**src/rtl/mem_port_arbiter_if.sv**
```systemverilog
// Bus bundle between the two requesters (core, DMA), the arbiter and the
// memory macro. The master view belongs to the arbiter; the slave view is
// the environment that drives requests and returns memory read data.
interface mem_port_arbiter_if #(
  parameter int AW = 32,
  parameter int DW = 32
);
  // core port
  logic          c_req;
  logic          c_we;
  logic [AW-1:0] c_addr;
  logic [DW-1:0] c_wdata;
  logic          c_ack;
  logic [DW-1:0] c_rdata;
  // DMA / loader port
  logic          d_req;
  logic          d_we;
  logic [AW-1:0] d_addr;
  logic [DW-1:0] d_wdata;
  logic          d_ack;
  logic [DW-1:0] d_rdata;
  // memory macro side
  logic          m_en;
  logic          m_we;
  logic [AW-1:0] m_addr;
  logic [DW-1:0] m_wdata;
  logic [DW-1:0] m_rdata;
  // status
  logic          busy;
  logic          owner;

  modport master (
    input  c_req, c_we, c_addr, c_wdata,
    output c_ack, c_rdata,
    input  d_req, d_we, d_addr, d_wdata,
    output d_ack, d_rdata,
    output m_en, m_we, m_addr, m_wdata,
    input  m_rdata,
    output busy, owner
  );

  modport slave (
    output c_req, c_we, c_addr, c_wdata,
    input  c_ack, c_rdata,
    output d_req, d_we, d_addr, d_wdata,
    input  d_ack, d_rdata,
    input  m_en, m_we, m_addr, m_wdata,
    output m_rdata,
    input  busy, owner
  );
endinterface

```
**src/rtl/mem_port_arbiter.sv**
```systemverilog
// Two-port round-robin arbiter in front of a single-port synchronous memory.
// One access at a time: IDLE picks a winner, ISSUE strobes the memory,
// WAIT counts out the read latency, ACK pulses the winner's acknowledge.
module mem_port_arbiter #(
  parameter int AW      = 32,
  parameter int DW      = 32,
  parameter int MEM_LAT = 1   // 1..7
) (
  input  logic           clk,
  input  logic           rst,
  mem_port_arbiter_if.master bus
);

  typedef enum logic [1:0] {
    IDLE  = 2'd0,
    ISSUE = 2'd1,
    WAIT  = 2'd2,
    ACK   = 2'd3
  } state_t;

  // Counter preload; the last WAIT cycle is the one where cnt is 1.
  localparam logic [2:0] LAT_M1 = 3'(MEM_LAT - 1);

  state_t        state_reg, state_next;
  logic [2:0]    cnt_reg;
  logic          last_reg;
  logic          owner_reg;
  logic          we_reg;
  logic [AW-1:0] addr_reg;
  logic [DW-1:0] wdata_reg;
  logic [DW-1:0] c_rdata_reg;
  logic [DW-1:0] d_rdata_reg;

  logic          grant_valid;
  logic          grant_sel;
  logic          capture;

  // Winner selection: a lone requester wins; on a tie the port that did not
  // win last time goes next.
  assign grant_valid = bus.c_req | bus.d_req;
  assign grant_sel   = (bus.c_req & bus.d_req) ? ~last_reg : bus.d_req;

  // State register.
  always_ff @(posedge clk or posedge rst) begin
    if (rst) begin
      state_reg <= IDLE;
    end else begin
      state_reg <= state_next;
    end
  end

  // Next-state logic and the read-data capture strobe.
  always_comb begin
    state_next = state_reg;
    capture    = 1'b0;
    case (state_reg)
      IDLE: begin
        if (grant_valid) begin
          state_next = ISSUE;
        end
      end
      ISSUE: begin
        if (LAT_M1 == 3'd0) begin
          capture    = 1'b1;
          state_next = ACK;
        end else begin
          state_next = WAIT;
        end
      end
      WAIT: begin
        if (cnt_reg == 3'd1) begin
          capture    = 1'b1;
          state_next = ACK;
        end
      end
      ACK: begin
        state_next = IDLE;
      end
      default: begin
        state_next = IDLE;
      end
    endcase
  end

  // Latch the winner's request fields at the grant; later changes on the
  // request inputs are ignored until the next IDLE decision.
  always_ff @(posedge clk or posedge rst) begin
    if (rst) begin
      owner_reg <= 1'b0;
      we_reg    <= 1'b0;
      addr_reg  <= '0;
      wdata_reg <= '0;
    end else if (state_reg == IDLE && grant_valid) begin
      owner_reg <= grant_sel;
      we_reg    <= grant_sel ? bus.d_we    : bus.c_we;
      addr_reg  <= grant_sel ? bus.d_addr  : bus.c_addr;
      wdata_reg <= grant_sel ? bus.d_wdata : bus.c_wdata;
    end
  end

  // Latency counter: preloaded in ISSUE, counts down through WAIT.
  always_ff @(posedge clk or posedge rst) begin
    if (rst) begin
      cnt_reg <= 3'd0;
    end else if (state_reg == ISSUE) begin
      cnt_reg <= LAT_M1;
    end else if (state_reg == WAIT) begin
      cnt_reg <= cnt_reg - 3'd1;
    end
  end

  // Read data lands only in the owner's register; the other port's data is
  // left untouched.
  always_ff @(posedge clk or posedge rst) begin
    if (rst) begin
      c_rdata_reg <= '0;
      d_rdata_reg <= '0;
    end else if (capture) begin
      if (owner_reg) begin
        d_rdata_reg <= bus.m_rdata;
      end else begin
        c_rdata_reg <= bus.m_rdata;
      end
    end
  end

  // Remember who was served last for the round-robin tie break; reset
  // favours the core on the first tie.
  always_ff @(posedge clk or posedge rst) begin
    if (rst) begin
      last_reg <= 1'b1;
    end else if (state_reg == ACK) begin
      last_reg <= owner_reg;
    end
  end

  // Outputs decoded from state; address and write data stay parked on the
  // latched values between accesses.
  assign bus.m_en    = (state_reg == ISSUE);
  assign bus.m_we    = (state_reg == ISSUE) & we_reg;
  assign bus.m_addr  = addr_reg;
  assign bus.m_wdata = wdata_reg;
  assign bus.c_ack   = (state_reg == ACK) & ~owner_reg;
  assign bus.d_ack   = (state_reg == ACK) &  owner_reg;
  assign bus.c_rdata = c_rdata_reg;
  assign bus.d_rdata = d_rdata_reg;
  assign bus.busy    = (state_reg != IDLE);
  assign bus.owner   = owner_reg;

endmodule
```
**src/flat_wrapper.sv**
```systemverilog
// flat-port wrapper written by rule: the top's interface ports become plain ports
module mem_port_arbiter_flat 
#(
  parameter int AW      = 32,
  parameter int DW      = 32,
  parameter int MEM_LAT = 1          
)
  (clk, rst, bus_c_req, bus_c_we, bus_c_addr, bus_c_wdata, bus_c_ack, bus_c_rdata, bus_d_req, bus_d_we, bus_d_addr, bus_d_wdata, bus_d_ack, bus_d_rdata, bus_m_en, bus_m_we, bus_m_addr, bus_m_wdata, bus_m_rdata, bus_busy, bus_owner);
  mem_port_arbiter_if #(.AW(AW), .DW(DW)) bus_i ();
  input  logic clk;
  input  logic rst;
  input wire logic [$bits(bus_i.c_req)-1:0] bus_c_req;
  input wire logic [$bits(bus_i.c_we)-1:0] bus_c_we;
  input wire logic [$bits(bus_i.c_addr)-1:0] bus_c_addr;
  input wire logic [$bits(bus_i.c_wdata)-1:0] bus_c_wdata;
  output wire logic [$bits(bus_i.c_ack)-1:0] bus_c_ack;
  output wire logic [$bits(bus_i.c_rdata)-1:0] bus_c_rdata;
  input wire logic [$bits(bus_i.d_req)-1:0] bus_d_req;
  input wire logic [$bits(bus_i.d_we)-1:0] bus_d_we;
  input wire logic [$bits(bus_i.d_addr)-1:0] bus_d_addr;
  input wire logic [$bits(bus_i.d_wdata)-1:0] bus_d_wdata;
  output wire logic [$bits(bus_i.d_ack)-1:0] bus_d_ack;
  output wire logic [$bits(bus_i.d_rdata)-1:0] bus_d_rdata;
  output wire logic [$bits(bus_i.m_en)-1:0] bus_m_en;
  output wire logic [$bits(bus_i.m_we)-1:0] bus_m_we;
  output wire logic [$bits(bus_i.m_addr)-1:0] bus_m_addr;
  output wire logic [$bits(bus_i.m_wdata)-1:0] bus_m_wdata;
  input wire logic [$bits(bus_i.m_rdata)-1:0] bus_m_rdata;
  output wire logic [$bits(bus_i.busy)-1:0] bus_busy;
  output wire logic [$bits(bus_i.owner)-1:0] bus_owner;
  assign bus_i.c_req = bus_c_req;
  assign bus_i.c_we = bus_c_we;
  assign bus_i.c_addr = bus_c_addr;
  assign bus_i.c_wdata = bus_c_wdata;
  assign bus_c_ack = bus_i.c_ack;
  assign bus_c_rdata = bus_i.c_rdata;
  assign bus_i.d_req = bus_d_req;
  assign bus_i.d_we = bus_d_we;
  assign bus_i.d_addr = bus_d_addr;
  assign bus_i.d_wdata = bus_d_wdata;
  assign bus_d_ack = bus_i.d_ack;
  assign bus_d_rdata = bus_i.d_rdata;
  assign bus_m_en = bus_i.m_en;
  assign bus_m_we = bus_i.m_we;
  assign bus_m_addr = bus_i.m_addr;
  assign bus_m_wdata = bus_i.m_wdata;
  assign bus_i.m_rdata = bus_m_rdata;
  assign bus_busy = bus_i.busy;
  assign bus_owner = bus_i.owner;
  mem_port_arbiter #(.AW(AW), .DW(DW), .MEM_LAT(MEM_LAT)) u_core (.clk(clk), .rst(rst), .bus(bus_i));
endmodule
```
**config.mk**
```make
export PLATFORM = sky130hd
export DESIGN_NAME = mem_port_arbiter_flat
export DESIGN_NICKNAME = d
export VERILOG_FILES = /design/src/rtl/mem_port_arbiter_if.sv /design/src/rtl/mem_port_arbiter.sv /design/src/flat_wrapper.sv
export SDC_FILE = /design/constraint.sdc
export NUM_CORES = 1
export LEC_CHECK = 0
export ABC_AREA = 1
export CELL_PAD_IN_SITES_DETAIL_PLACEMENT = 1
export CELL_PAD_IN_SITES_GLOBAL_PLACEMENT = 1
export CORE_UTILIZATION = 29
export DETAILED_ROUTE_END_ITERATION = 8
export PLACE_DENSITY = 0.93
export SLEW_MARGIN = 20
export SYNTH_ARGS = -nofsm -noshare
export SYNTH_HDL_FRONTEND = slang
export SYNTH_SLANG_ARGS = --single-unit
```
**constraint.sdc**
```tcl
create_clock -name clk -period 6.2 [get_ports clk]
set_input_delay 1.86 -clock clk [delete_from_list [all_inputs] [get_ports clk]]
set_output_delay 1.86 -clock clk [all_outputs]
set_load 0.01 [all_outputs]
```
==> results of run 1 <==
-- Yosys cell counts --
library cell  instances
nand2_1             471
clkbuf_8              4
buf_2                25
o21ai_0               5
dfstp_2               1
nand3_1             131
a21oi_1               1
dfrtp_1             135
nor2_1                3
buf_6                 3
or2_2                 1
clkbuf_1              7
inv_1                14
a21oi_2               1
ha_1                  6
buf_4                15
clkbuf_4              1
inv_2                 2
o22ai_1               1
-- final cells by class --
class / instances / area, um^2 / share of cell area
tap: 275 / 344.1 / 0.03425
sequential: 136 / 3405 / 0.3389
clock inverter: 14 / 162.7 / 0.01619
inverter: 16 / 67.56 / 0.006725
multi-input combinational: 620 / 2584 / 0.2572
clock buffer: 18 / 429.2 / 0.04272
timing repair buffer: 308 / 3055 / 0.3041
-- how the worst min path moves through the flow --
| stage | start | endpoint | slack (ns) | cells past startpoint |
|---|---|---|---|---|
| floorplan | u_core.last_reg | u_core.last_reg | 0.44 | 2 |
| global placement | u_core.bus.c_rdata[25] | u_core.bus.c_rdata[25] | 0.45 | 2 |
| detailed placement | u_core.bus.c_rdata[25] | u_core.bus.c_rdata[25] | 0.46 | 2 |
| CTS | u_core.bus.c_rdata[3] | u_core.bus.c_rdata[3] | 0.47 | 2 |
| global route | u_core.bus.c_rdata[10] | u_core.bus.c_rdata[10] | 0.48 | 2 |
| finish | u_core.bus.d_rdata[24] | u_core.bus.d_rdata[24] | 0.47 | 2 |
-- per-layer routing --
| layer | part of all wire | up-vias |
|---|---|---|
| met3 | 0.086 | 25 |
| met2 | 0.49 | 258 |
| met4 | 0.018 | 2 |
| met5 | 0.00052 | - |
| met1 | 0.41 | 3181 |
| li1 | - | 3123 |
-- worst reg2reg max path, delay by kind of cell, from the launching register on --
family / cells / cell delay [ns]
fa+ha+maj: 1 / 0.41
buf+inv: 3 / 0.67
flops: 1 / 0.41
simple gates: 6 / 1.12
-- per-stage QoR --
step	util	power, mW
global placement	0.4437	3.918
CTS	0.4719	5.098
finish	0.4720	5.035
global route	0.4720	5.389
detailed placement	0.4441	4.029
floorplan	-	2.782
-- logic make-up (layout without fill, tap and decap cells) --
logic type | Yosys count | after routing | synth area share
AND/OR/NAND/NOR | 606 | 606 | 0.3823
adder cells (fa/ha/maj) | 6 | 6 | 0.01176
flip-flops | 136 | 136 | 0.5331
buffers and inverters | 71 | 356 | 0.06583
AO/OA/AOI/OAI | 8 | 8 | 0.007053
-- power by group through the flow --
stage | Combinational, mW | Clock (mW) | Sequential (mW)
after floorplan | 1.03 | 0 | 1.75
after global placement | 2.34 | 0 | 1.57
after detailed placement | 2.43 | 0 | 1.60
after CTS | 2.44 | 1.06 | 1.60
after global routing | 2.66 | 1.09 | 1.64
final | 2.41 | 1.03 | 1.59
==> metrics.md, run 1 <==
| Metric | Value |
|---|---|
| Status | completed |
| Cell-internal power | 3.057 mW |
| DP HPWL | 16,290 um |
| I/O pins | 300 |
| Hold buffers post-CTS | 0 |
| RSZ-0062 raised after global routing | false |
| Fin crit period | 3.846 ns |
| Cells on worst reg2reg path | 10 |
| Synthesis-stage register bit count | 136 |
| WP buf/inv | 3 |
| Post-CTS Setup Inserts | 0 |
| Max Freq | 260.0 MHz |
| Area Overhead vs Synth | 57.33% |
| Worst-path cell chain | buf_4, nand2_1, inv_1, clkdlybuf4s50_1 |
| Clock tree buffer depth | 2 |
| HP Class | register to register |
| Crit. Startpoint | u_core.bus.owner |
| Post-synthesis cell type count | 19 |
| Row Count | 53 |
| Slew HR | 0.5111 |
| # clock sinks | 136 |
| Total core area | 21,290 um^2 |
| Sequential element share of the synthesized area | 0.5331 |
| Global-route wire length before repair | 36,560 um |
| Final worst setup slack | 2.354 ns |
| Die X | 150.4 um |
| Leading area contributor after synthesis | dfrtp_1 |
| Crit path arrival time | 1.99 ns |
| Pre-CTS setup slack | 2.589 ns |
| Switching power of the nets | 1.978 mW |
| P_leak | 4.986 nW |
| Met2 usage | 0.3594 |
| Setup Viol. Count Final | 0 |
| Endpoint class of the critical path | output port |
| Gate power share | 0.478 |
| H-tree level count | 4 |
| Setup Total Neg Slack | 0 ns |
| Final worst-path cycle share | 0.6203 |
| Max Transition Viols Final | 0 |
| Share of layout cells above drive strength 1 | 0.04586 |
| Initial Util | 0.3000 |
| Critical Path RT | 4.34 ns |
| CP Capture Point | bus_d_ack |
| Final std cells w/o fill | 1,387 |
| 1st-iter DRT viols | 210 |
| Cts repair resizes | 0 |
| Mapped Nets | 999 |
| Fin nets | 1,271 |
| Slowest-stage cell, CP | clkdlybuf4s50_1 |
| Area of placed instances | 9453 um^2 |
| Worst-margin pin slew | 0.7334 ns |
| Placer congestion estimate | 0.8109 |
| Routed wire length | 22,910 um |
| Initial antenna violation count | 1 |
| DRC | 0 |
| Maximum fanout along the worst path | 37 |
| Post-Synthesis Cells | 827 |
| Number of detailed-route iterations in the first pass | 4 |
| Largest cells by area after synthesis | dfrtp_1, nand2_1, nand3_1, buf_2, buf_4 |
| Final Hold Vio Count | 0 |
| Yosys warning total | 0 |
| Clock power share | 0.205 |
| Routed Antenna Nets | 0 |
| Port bufs | 299 |
| Peak VDD IR | 154.3 uV |
| CTS tree | yes |
| Clock network latency to the later pin of the worst-skew pair | 0.42 ns |
| GR Util met1 | 0.2431 |
| GR Overflow Total | 0 |
| Fillers | 2,518 |
| GRT Total Usage | 0.2093 |
| Sw Share | 0.3929 |
| Clk_skew | 0.008049 ns |
| Die area | 22,620 um^2 |
| Cell Area, Synth | 6386 um^2 |
| Worst path top cell family by delay | buffers and inverters |
| Drt via density | 4.751 |
| Setup CP Type | register to output port |
| Die H | 150.4 um |
| Finished Cell Area | 10,050 um^2 |
| FF-to-FF Start | u_core.state_reg[0] |
| WHS | 0.4718 ns |
| GRT Max-Usage Layer | met2 |
| CTS clk-pin slew, worst paths | 0.06 ns |
| Most common cell after layout, fill and taps aside | nand2_1 |
| CTS Buf Count | 17 |
| Vias in the first global route | 6,954 |
| Via count | 6,589 |
| Largest net degree at the start of global routing | 67 |
| Largest stage delay, worst path | 0.60 ns |
| R2R setup slack | 3.48 ns |
| Post-placement cell count | 1,355 |
| Power Density | 501.1 nW/um^2 |
| Post-Syn Area per Cell | 7.722 um^2 |
| Routed len/inst | 16.52 um |
| Capturing point of the worst reg2reg path | u_core.bus.c_rdata[5] |
| Most frequent cells in the layout | nand2_1, clkdlybuf4s50_1, dfrtp_1, nand3_1, clkbuf_16 |
| Root Buffer | clkbuf_16 |
| Yosys top cell area share | 0.5290 |
| Met3 global-route usage | 0.06939 |
| Seq pwr share | 0.316 |
| CP startpoint kind | register |
| Max-Cap Viols | 0 |
| Levels on crit path | 4 |
| Diode count | 0 |
Note: power is estimated with default switching activity, not from simulation.
==> run 2, diff against run 1 <==
--- a/config.mk
+++ b/config.mk
@@ -8,9 +8,9 @@
 export ABC_AREA = 1
 export CELL_PAD_IN_SITES_DETAIL_PLACEMENT = 1
 export CELL_PAD_IN_SITES_GLOBAL_PLACEMENT = 1
-export CORE_UTILIZATION = 29
+export CORE_UTILIZATION = 26
 export DETAILED_ROUTE_END_ITERATION = 8
-export PLACE_DENSITY = 0.93
+export PLACE_DENSITY = 0.89
 export SLEW_MARGIN = 20
 export SYNTH_ARGS = -nofsm -noshare
 export SYNTH_HDL_FRONTEND = slang
==> constraint.sdc (replaced) <==
create_clock -name clk -period 3.4 [get_ports clk]
set_input_delay 1.02 -clock clk [delete_from_list [all_inputs] [get_ports clk]]
set_output_delay 1.02 -clock clk [all_outputs]
set_load 0.01 [all_outputs]
==> run 2 against run 1 <==
First-iteration DRC count rose by 54%; hold slack got worse by 0.0055 ns; critical path depth increased by 1; wire length is 1.6% higher; register-to-register slack worse by 2.4 ns; combinational power grew 85%; utilization down 4.1 points; non-clock buffer count up 9; critical path type unchanged; highest routed layer is now met4.
==> metrics.md, run 2 (synthesis results as in run 1) <==
| Metric | Value |
|---|---|
| Routed len/inst | 16.16 um (was 16.52 um) |
| CTS clk-pin slew, worst paths | 0.06 ns (about the same) |
| Routed wire length | 23,270 um (was 22,910 um) |
| Post-placement cell count | 1,408 (was 1,355) |
| Clock tree buffer depth | 2 (unchanged) |
| CP startpoint kind | register (unchanged) |
| Port bufs | 299 (unchanged) |
| Endpoint class of the critical path | output port (unchanged) |
| Area Overhead vs Synth | 60.15% (was 57.33%) |
| H-tree level count | 4 (unchanged) |
| Die H | 158.7 um (was 150.4 um) |
| Slowest-stage cell, CP | clkdlybuf4s50_1 (unchanged) |
| Most frequent cells in the layout | nand2_1, clkdlybuf4s50_1, dfrtp_1, nand3_1, clkbuf_16 (unchanged) |
| Die area | 25,190 um^2 (was 22,620 um^2) |
| Diode count | 0 (unchanged) |
| Via count | 6,577 (was 6,589) |
| # clock sinks | 136 (unchanged) |
| Final worst setup slack | 0.5459 ns (was 2.354 ns) |
| Routed Antenna Nets | 0 (unchanged) |
| Row Count | 56 (was 53) |
| Fin crit period | 2.854 ns |
| I/O pins | 300 (unchanged) |
| Post-CTS Setup Inserts | 0 (unchanged) |
| Fillers | 2,809 (was 2,518) |
| Max Transition Viols Final | 0 (unchanged) |
| DRC | 0 (unchanged) |
| CTS tree | yes (unchanged) |
| Power Density | 906.8 nW/um^2 (was 501.1 nW/um^2) |
| Pre-CTS setup slack | 0.6356 ns (was 2.589 ns) |
| Crit path arrival time | 1.83 ns (was 1.99 ns) |
| Final Hold Vio Count | 0 (unchanged) |
| DP HPWL | 16,900 um (was 16,290 um) |
| Worst path top cell family by delay | buffers and inverters (unchanged) |
| Global-route wire length before repair | 37,520 um (was 36,560 um) |
| Root Buffer | clkbuf_16 (unchanged) |
| Largest stage delay, worst path | 0.56 ns (was 0.60 ns) |
| Peak VDD IR | 421.0 uV (was 154.3 uV) |
| Fin nets | 1,280 (was 1,271) |
| GR Overflow Total | 0 (unchanged) |
| Finished Cell Area | 10,230 um^2 (was 10,050 um^2) |
| Setup Total Neg Slack | 0 ns (unchanged) |
| Max Freq | 350.4 MHz |
| Maximum fanout along the worst path | 4 (was 37) |
| Initial Util | 0.2689 (was 0.3000) |
| Fin util | 0.4306 (was 0.4720) |
| P_leak | 5.059 nW (was 4.986 nW) |
| Total core area | 23,750 um^2 (was 21,290 um^2) |
| Final std cells w/o fill | 1,440 (was 1,387) |
| Clock network latency to the later pin of the worst-skew pair | 0.42 ns (about the same) |
| GRT Total Usage | 0.1880 (was 0.2093) |
| Clk_skew | 0.008956 ns (was 0.008049 ns) |
| Vias in the first global route | 6,856 (was 6,954) |
| Setup CP Type | register to output port (unchanged) |
| HP Class | register to register (unchanged) |
| Cts repair resizes | 0 (unchanged) |
| WP buf/inv | 3 (unchanged) |
| Drt via density | 4.567 (was 4.751) |
| Max-Cap Viols | 0 (unchanged) |
| Status | completed (unchanged) |
| Crit-path most repeated cell | inv_1 |
| Die X | 158.7 um (was 150.4 um) |
| Worst-path cell chain | inv_1, ha_1, nand2_1, inv_1, clkdlybuf4s50_1 (was buf_4, nand2_1, inv_1, clkdlybuf4s50_1) |
| RSZ-0062 raised after global routing | false (unchanged) |
| Setup Viol. Count Final | 0 (unchanged) |
| Placer congestion estimate | 0.8168 (was 0.8109) |
| Share of layout cells above drive strength 1 | 0.05174 (was 0.04586) |
| CTS Buf Count | 17 (unchanged) |
| Critical Path RT | 2.38 ns (was 4.34 ns) |
| Hold buffers post-CTS | 0 (unchanged) |
| Largest net degree at the start of global routing | 137 (was 67) |
| WHS | 0.4663 ns (was 0.4718 ns) |
| Worst-margin pin slew | 0.7514 ns (was 0.7334 ns) |
| Final worst-path cycle share | 0.8394 |
| Initial antenna violation count | 0 (was 1) |
| Number of detailed-route iterations in the first pass | 4 (unchanged) |
| Slew HR | 0.4990 (was 0.5111) |
| Most common cell after layout, fill and taps aside | nand2_1 (unchanged) |
| Power Total | 9.274 mW (was 5.035 mW) |
| Area of placed instances | 9617 um^2 (was 9453 um^2) |
| 1st-iter DRT viols | 324 (was 210) |
## run 2: worst min-delay path: cells and delay by family, from the launching register on
family	cells	cell delay, ns
flip-flops	1	0.34
AND/OR/NAND/NOR	2	0.10
## run 2: power by group
part | leakage (nW) | internal, mW | switching [mW]
clock | 0.296 | 1.19 | 0.745
combinational | 3.09 | 2.10 | 2.35
sequential | 1.68 | 2.43 | 0.465
total | 5.06 | 5.71 | 3.56
## run 2: worst paths after layout
path                                         from                     end  slack [ns]  depth (start not counted)
setup / recovery              u_core.state_reg[1]                bus_m_we        0.55                          5
hold / removal             u_core.bus.d_rdata[13]  u_core.bus.d_rdata[13]        0.47                          2
setup reg to reg              u_core.state_reg[0]  u_core.bus.c_rdata[31]        1.11                         10
hold reg to reg            u_core.bus.d_rdata[13]  u_core.bus.d_rdata[13]        0.47                          2
max in group asynchronous                     rst   u_core.bus.m_addr[29]        1.67                          3
min in group asynchronous                     rst   u_core.bus.d_rdata[2]        1.18                          3
## run 2: final cells by class
type	instances	area, um^2	share of cell area
multi-input combinational	620	2576	0.2519
clock inverter	12	163.9	0.01603
clock buffer	20	446.7	0.04368
timing repair buffer	317	3173	0.3103
sequential	136	3405	0.3329
tap	319	399.1	0.03903
inverter	16	63.81	0.006239
## run 2: per-layer routing
layer / vias up / track usage / part of all wire
li1: 3143 / - / -
met1: 3142 / 0.2284 / 0.42
met2: 270 / 0.3166 / 0.48
met3: 22 / 0.05904 / 0.081
met4: 0 / 0.05516 / 0.016
met5: - / 0 / 0
